$ cat src/rtl/flt_to_fxd_pipe_if.sv
// rtl/flt_to_fxd_pipe_if.sv - custom-instruction handshake bundle for the float to Q1.20 converter
//
// Signals:
//   clk_en  global enable, 0 freezes the whole pipeline
//   start   dataa holds a valid operand this cycle
//   dataa   IEEE-754 single-precision operand
//   done    result and flags valid (one pulse per accepted start)
//   result  Q1.20 unsigned magnitude, LSB = 2^-20
//   sign    raw sign bit of the completing operand
//   ovf     magnitude >= 2.0 after rounding, or Inf/NaN (result saturated)
//   uflow   nonzero normal operand that came out as 0
// Modports: master drives the operand side, slave is the converter.

interface flt_to_fxd_pipe_if;
    logic        clk_en;
    logic        start;
    logic [31:0] dataa;
    logic        done;
    logic [20:0] result;
    logic        sign;
    logic        ovf;
    logic        uflow;

    modport master (
        output clk_en, start, dataa,
        input  done, result, sign, ovf, uflow
    );

    modport slave (
        input  clk_en, start, dataa,
        output done, result, sign, ovf, uflow
    );
endinterface

$ cat src/rtl/flt_to_fxd_pipe.sv
// rtl/flt_to_fxd_pipe.sv - three-stage IEEE-754 single to Q1.20 fixed-point converter
//
// Ports:
//   clk    rising-edge clock
//   reset  asynchronous, active-high; clears valid bits and all outputs
//   ci     flt_to_fxd_pipe_if.slave (clk_en, start, dataa -> done, result, sign, ovf, uflow)
// Stages: S1 unpack/classify, S2 align shift, S3 round/saturate (output registers).
// Build option: define FLT2FXD_ROUND_EN for round-to-nearest-even; otherwise truncate.

module flt_to_fxd_pipe (
    input  logic               clk,
    input  logic               reset,
    flt_to_fxd_pipe_if.slave   ci
);

    // ---------------- S1: unpack / classify ----------------
    logic        s1_valid;
    logic        s1_sign;
    logic [7:0]  s1_exp;
    logic [23:0] s1_mant;
    logic        s1_zero;     // exp == 0: zero or denormal, flushed
    logic        s1_big;      // exp >= 128: |x| >= 2.0, also covers Inf/NaN (exp == 255)

    // ---------------- S2: align ----------------
    logic        s2_valid;
    logic        s2_sign;
    logic        s2_zero;
    logic        s2_big;
    logic [21:0] s2_q;        // bit 21 is spare headroom for the rounding carry
`ifdef FLT2FXD_ROUND_EN
    logic        s2_guard;
    logic        s2_sticky;
`endif

    // Value = mant * 2^(exp-150); in Q1.20 units that is mant * 2^(exp-130).
    // For normal operands (exp 1..127) the right shift is 3..129.
    logic [8:0]  shift_amt;
    logic [21:0] q_next;
    assign shift_amt = 9'd130 - {1'b0, s1_exp};

`ifdef FLT2FXD_ROUND_EN
    logic        far_shift;
    logic [47:0] shifted;
    logic        guard_next;
    logic        sticky_next;

    // mant is placed above 26 zero bits so that, for shifts up to 25, the bits
    // dropped below the integer part land in [25:0]: [25] is guard, the rest sticky.
    // The top two bits of the 50-bit shift are always zero (shift >= 3) and dropped.
    assign far_shift   = (shift_amt >= 9'd26);
    assign shifted     = 48'({s1_mant, 26'b0} >> shift_amt);
    assign q_next      = far_shift ? 22'd0 : shifted[47:26];
    assign guard_next  = far_shift ? 1'b0  : shifted[25];
    assign sticky_next = far_shift ? 1'b1  : (|shifted[24:0]);
`else
    // The 24-bit shift discards bits naturally; shifts >= 24 give 0.
    // The top two bits dropped by the cast are zero because the shift is >= 3.
    assign q_next = 22'(s1_mant >> shift_amt);
`endif

    // ---------------- S3: round / saturate ----------------
    logic [21:0] q_rnd;
    logic        sat;
    logic [20:0] result_next;
    logic        uflow_next;

`ifdef FLT2FXD_ROUND_EN
    // Round to nearest, ties to even.
    assign q_rnd = s2_q + {21'd0, s2_guard & (s2_sticky | s2_q[0])};
`else
    assign q_rnd = s2_q;
`endif

    assign sat         = s2_big | q_rnd[21];
    assign result_next = sat     ? 21'h1FFFFF :
                         s2_zero ? 21'd0      : q_rnd[20:0];
    assign uflow_next  = ~s2_zero & ~sat & (q_rnd[20:0] == 21'd0);

    always_ff @(posedge clk or posedge reset) begin
        if (reset) begin
            s1_valid  <= 1'b0;
            s1_sign   <= 1'b0;
            s1_exp    <= 8'd0;
            s1_mant   <= 24'd0;
            s1_zero   <= 1'b0;
            s1_big    <= 1'b0;
            s2_valid  <= 1'b0;
            s2_sign   <= 1'b0;
            s2_zero   <= 1'b0;
            s2_big    <= 1'b0;
            s2_q      <= 22'd0;
`ifdef FLT2FXD_ROUND_EN
            s2_guard  <= 1'b0;
            s2_sticky <= 1'b0;
`endif
            ci.done   <= 1'b0;
            ci.result <= 21'd0;
            ci.sign   <= 1'b0;
            ci.ovf    <= 1'b0;
            ci.uflow  <= 1'b0;
        end else if (ci.clk_en) begin
            s1_valid <= ci.start;
            if (ci.start) begin
                s1_sign <= ci.dataa[31];
                s1_exp  <= ci.dataa[30:23];
                s1_mant <= {1'b1, ci.dataa[22:0]};
                s1_zero <= (ci.dataa[30:23] == 8'd0);
                s1_big  <= ci.dataa[30];
            end

            s2_valid <= s1_valid;
            if (s1_valid) begin
                s2_sign   <= s1_sign;
                s2_zero   <= s1_zero;
                s2_big    <= s1_big;
                s2_q      <= q_next;
`ifdef FLT2FXD_ROUND_EN
                s2_guard  <= guard_next;
                s2_sticky <= sticky_next;
`endif
            end

            // Outputs only change when an operand completes; flags are held otherwise.
            ci.done <= s2_valid;
            if (s2_valid) begin
                ci.result <= result_next;
                ci.sign   <= s2_sign;
                ci.ovf    <= sat;
                ci.uflow  <= uflow_next;
            end
        end
    end

endmodule
$ cat src/flat_wrapper.sv
// flat-port wrapper written by rule: the top's interface ports become plain ports
module flt_to_fxd_pipe_flat 
  (clk, reset, ci_clk_en, ci_start, ci_dataa, ci_done, ci_result, ci_sign, ci_ovf, ci_uflow);
  flt_to_fxd_pipe_if ci_i ();
  input  logic clk;
  input  logic reset;
  input wire logic [$bits(ci_i.clk_en)-1:0] ci_clk_en;
  input wire logic [$bits(ci_i.start)-1:0] ci_start;
  input wire logic [$bits(ci_i.dataa)-1:0] ci_dataa;
  output wire logic [$bits(ci_i.done)-1:0] ci_done;
  output wire logic [$bits(ci_i.result)-1:0] ci_result;
  output wire logic [$bits(ci_i.sign)-1:0] ci_sign;
  output wire logic [$bits(ci_i.ovf)-1:0] ci_ovf;
  output wire logic [$bits(ci_i.uflow)-1:0] ci_uflow;
  assign ci_i.clk_en = ci_clk_en;
  assign ci_i.start = ci_start;
  assign ci_i.dataa = ci_dataa;
  assign ci_done = ci_i.done;
  assign ci_result = ci_i.result;
  assign ci_sign = ci_i.sign;
  assign ci_ovf = ci_i.ovf;
  assign ci_uflow = ci_i.uflow;
  flt_to_fxd_pipe u_core (.clk(clk), .reset(reset), .ci(ci_i));
endmodule
$ cat config.mk
export PLATFORM = sky130hd
export DESIGN_NAME = flt_to_fxd_pipe_flat
export DESIGN_NICKNAME = d
export VERILOG_FILES = /design/src/rtl/flt_to_fxd_pipe_if.sv /design/src/rtl/flt_to_fxd_pipe.sv /design/src/flat_wrapper.sv
export SDC_FILE = /design/constraint.sdc
export NUM_CORES = 1
export LEC_CHECK = 0
export CAP_MARGIN = 15
export CORE_AREA = 2 2 101 103
export DETAILED_ROUTE_END_ITERATION = 10
export DIE_AREA = 0 0 103 105
export PLACE_DENSITY = 0.72
export SKIP_LAST_GASP = 1
export SLEW_MARGIN = 30
export SYNTH_ARGS = -nofsm -noshare
export SYNTH_HDL_FRONTEND = slang
export SYNTH_SLANG_ARGS = --single-unit
export TNS_END_PERCENT = 20
$ cat constraint.sdc
create_clock -name clk -period 4.8 [get_ports clk]
set_input_delay 1.2 -clock clk [delete_from_list [all_inputs] [get_ports clk]]
set_output_delay 1.2 -clock clk [all_outputs]
set_load 0.02 [all_outputs]
==> results.ini <==
[detailed_routing]
detail-route-antenna-nets = 0
drt_wl_total_mm = 9.89
routedWlPerCell_um = 16.6
drt_iter0_markers = 194
vias = 3401
drc = 0
firstDrtPassIters = 4
drt-vias-per-instance = 5.73

[critical_path]
start_kind = input port
timing.rr.start = u_core.s1_exp[1]$_DFFE_PP0P_
startpoint = ci_clk_en
worstSetupEndpointType = register
cp.required_ns = 5.07
timing_worst_setup_path_type = input port to register
arrival_ns = 3.20
worstPathMaxFanout = 19

[synth]
synth_edf_count = 0
synth-seq-cells = 86
synth_cell_types = 49
synth_ff_type = dfrtp_1
synth_nets = 445
yosysSeqAreaShare = 0.456
syn_area_per_cell_sq_um = 11.6
yosysWarnings = 0
synthCells = 408
synthArstFlopShare = 1.00
syn_area_sq_um = 4720

[global_routing]
grt.overflow.total = 0
grt_use_met3 = 0.0268
grt-busiest-layer = met2
first_global_vias = 3304
grt_usage = 0.198
grt_pass1_wl_mm = 16.9
grt.met2_usage = 0.310
grt_start_max_net_pins = 63
grtUsageMet1 = 0.287
antenna_found_initial = 0

[cts]
clock_path_buffers = 2
cts.sinks = 86
post-cts-setup-buffers = 0
hold_buffers = 0
root_buffer = clkbuf_8
cts_buffers = 9
cts_resized = 0
h-tree-depth = 3
clk_pin_slew_worst_paths_ns = 0.09
clk_latency_ns = 0.36
cts_tree = built

[sta]
max_freq_ghz = 0.342
tns_ns = 0
drv_slew = 0
clock_skew_ns = 0.00890
slew_headroom = 0.357
fin_crit_ns = 2.93
setup_viol = 0
hold_violations = 0
min_period_over_period = 0.610
grt_setup_unrepaired = false
tightest_slew_ns = 0.964

[die]
io_pins = 61
die_height_um = 105
coreArea_sq_um = 9640
start_util = 0.489
dieArea_sq_um = 10800
row_count = 36
die_x_um = 103

[layout]
insertedDiodeCount = 0
finalNonFillerCells = 594
drive_gt1_frac = 0.223
fillers = 825
syn_to_final_growth_pct = 18.3
nets = 493
layout_commonest_cell = dfrtp_1
mostFrequentLayoutCells = 86 x dfrtp_1, 60 x clkdlybuf4s50_1, 42 x mux2_2

[run_status]
run_status = finished, final reports clean

[place]
gp_congestion = 0.866
port_buffers = 60
hpwl_mm = 7.20
dp.cells = 578

[pwr]
p_leak_nw = 2.19
vdd_ir_drop_max_uv = 170
powerDensity_nw_per_um2 = 437

[worst_hold_path]
hold_path_class = register to register
min_from = u_core.s1_zero$_DFFE_PP0P_

[run]
maxCapViolCount = 0

final cells by class:
type | instances | area [sq um] | share of cell area
clock buffer | 10 | 138 | 0.0247
clock inverter | 6 | 45.0 | 0.00807
inverter | 9 | 38.8 | 0.00695
multi-input combinational | 286 | 2410 | 0.432
sequential | 86 | 2150 | 0.386
tap | 133 | 166 | 0.0298
timing repair buffer | 64 | 631 | 0.113
routing by layer:
layer	vias up	wire, um
met4	0	89
met5	-	0
met3	10	568
met2	114	4840
met1	1674	4390
li1	1603	-
registers in the layout, summed over array words and instances, names as in the netlist, 7 cells and up:
name,flops
u_core.s1_mant,24
u_core.q_rnd,22
u_core.ci.result,21
u_core.s1_exp,7
through the flow:
step	worst slack [ns]	total power [mW]	cell area (sq um)	hold WS (ns)	utilization
floorplan	1.38	1.65	4720	0.433	-
global placement	1.54	1.95	5390	0.456	0.559
detailed placement	1.54	1.97	5400	0.472	0.560
CTS	1.89	2.45	5580	0.496	0.579
global route	1.72	2.58	5580	0.530	0.579
finish	1.87	2.44	5580	0.490	0.579
worst max-delay path, cell delays in order:
cell	delay, ns
clkdlybuf4s50_1	0.57
nand2_1	0.28
nor3_4	0.70
nand3_2	0.22
o221ai_1	0.22
cells in the mapped netlist (all sizes together) (3+ instances only):
cell type,number,area (sq um)
o21ai,13,65.1
a32oi,6,52.6
a32o,4,40.0
nand2b,22,138
buf,11,73.8
nand2,34,130
a221oi,4,35.0
clkbuf,16,60.1
mux2i,13,130
a22oi,3,27.5
nor2,26,97.6
xnor2,5,58.8
dfrtp,86,2150
nand3b,6,45.0
o211ai,3,22.5
mux4,22,495
nor3,3,26.3
a21oi,39,206
inv,9,33.8
nor4,8,50.1
mux2,42,473
nand3,12,65.1
final timing paths:
check	slack, ns	to	cells past startpoint
max in group asynchronous	2.86	u_core.s1_exp[4]$_DFFE_PP0P_	3
min in group asynchronous	1.23	u_core.s1_mant[22]$_DFFE_PP0P_	2
max reg2reg	2.12	u_core.q_rnd[1]$_DFFE_PP0P_	6
min reg2reg	0.49	u_core.s1_zero$_DFFE_PP0P_	2
min	0.49	u_core.s1_zero$_DFFE_PP0P_	2
max	1.87	u_core.q_rnd[12]$_DFFE_PP0P_	5
cells by family (layout without fill, tap and decap cells):
kind of cell	after synthesis	after routing	synth area share
compound gates	84	84	0.124
xor+xnor	7	7	0.0218
fa+ha+maj	1	1	0.00265
buf+inv	36	89	0.0355
flops	86	86	0.456
mux	77	77	0.233
simple gates	117	117	0.127
report_power, final:
part / leakage (nW) / internal (mW) / switching [mW] / total (mW)
clock: 0.0853 / 0.205 / 0.272 / 0.477
combinational: 1.05 / 0.481 / 0.503 / 0.984
sequential: 1.05 / 0.859 / 0.121 / 0.979
total: 2.19 / 1.54 / 0.896 / 2.44
(Power assumes the default switching activity.)
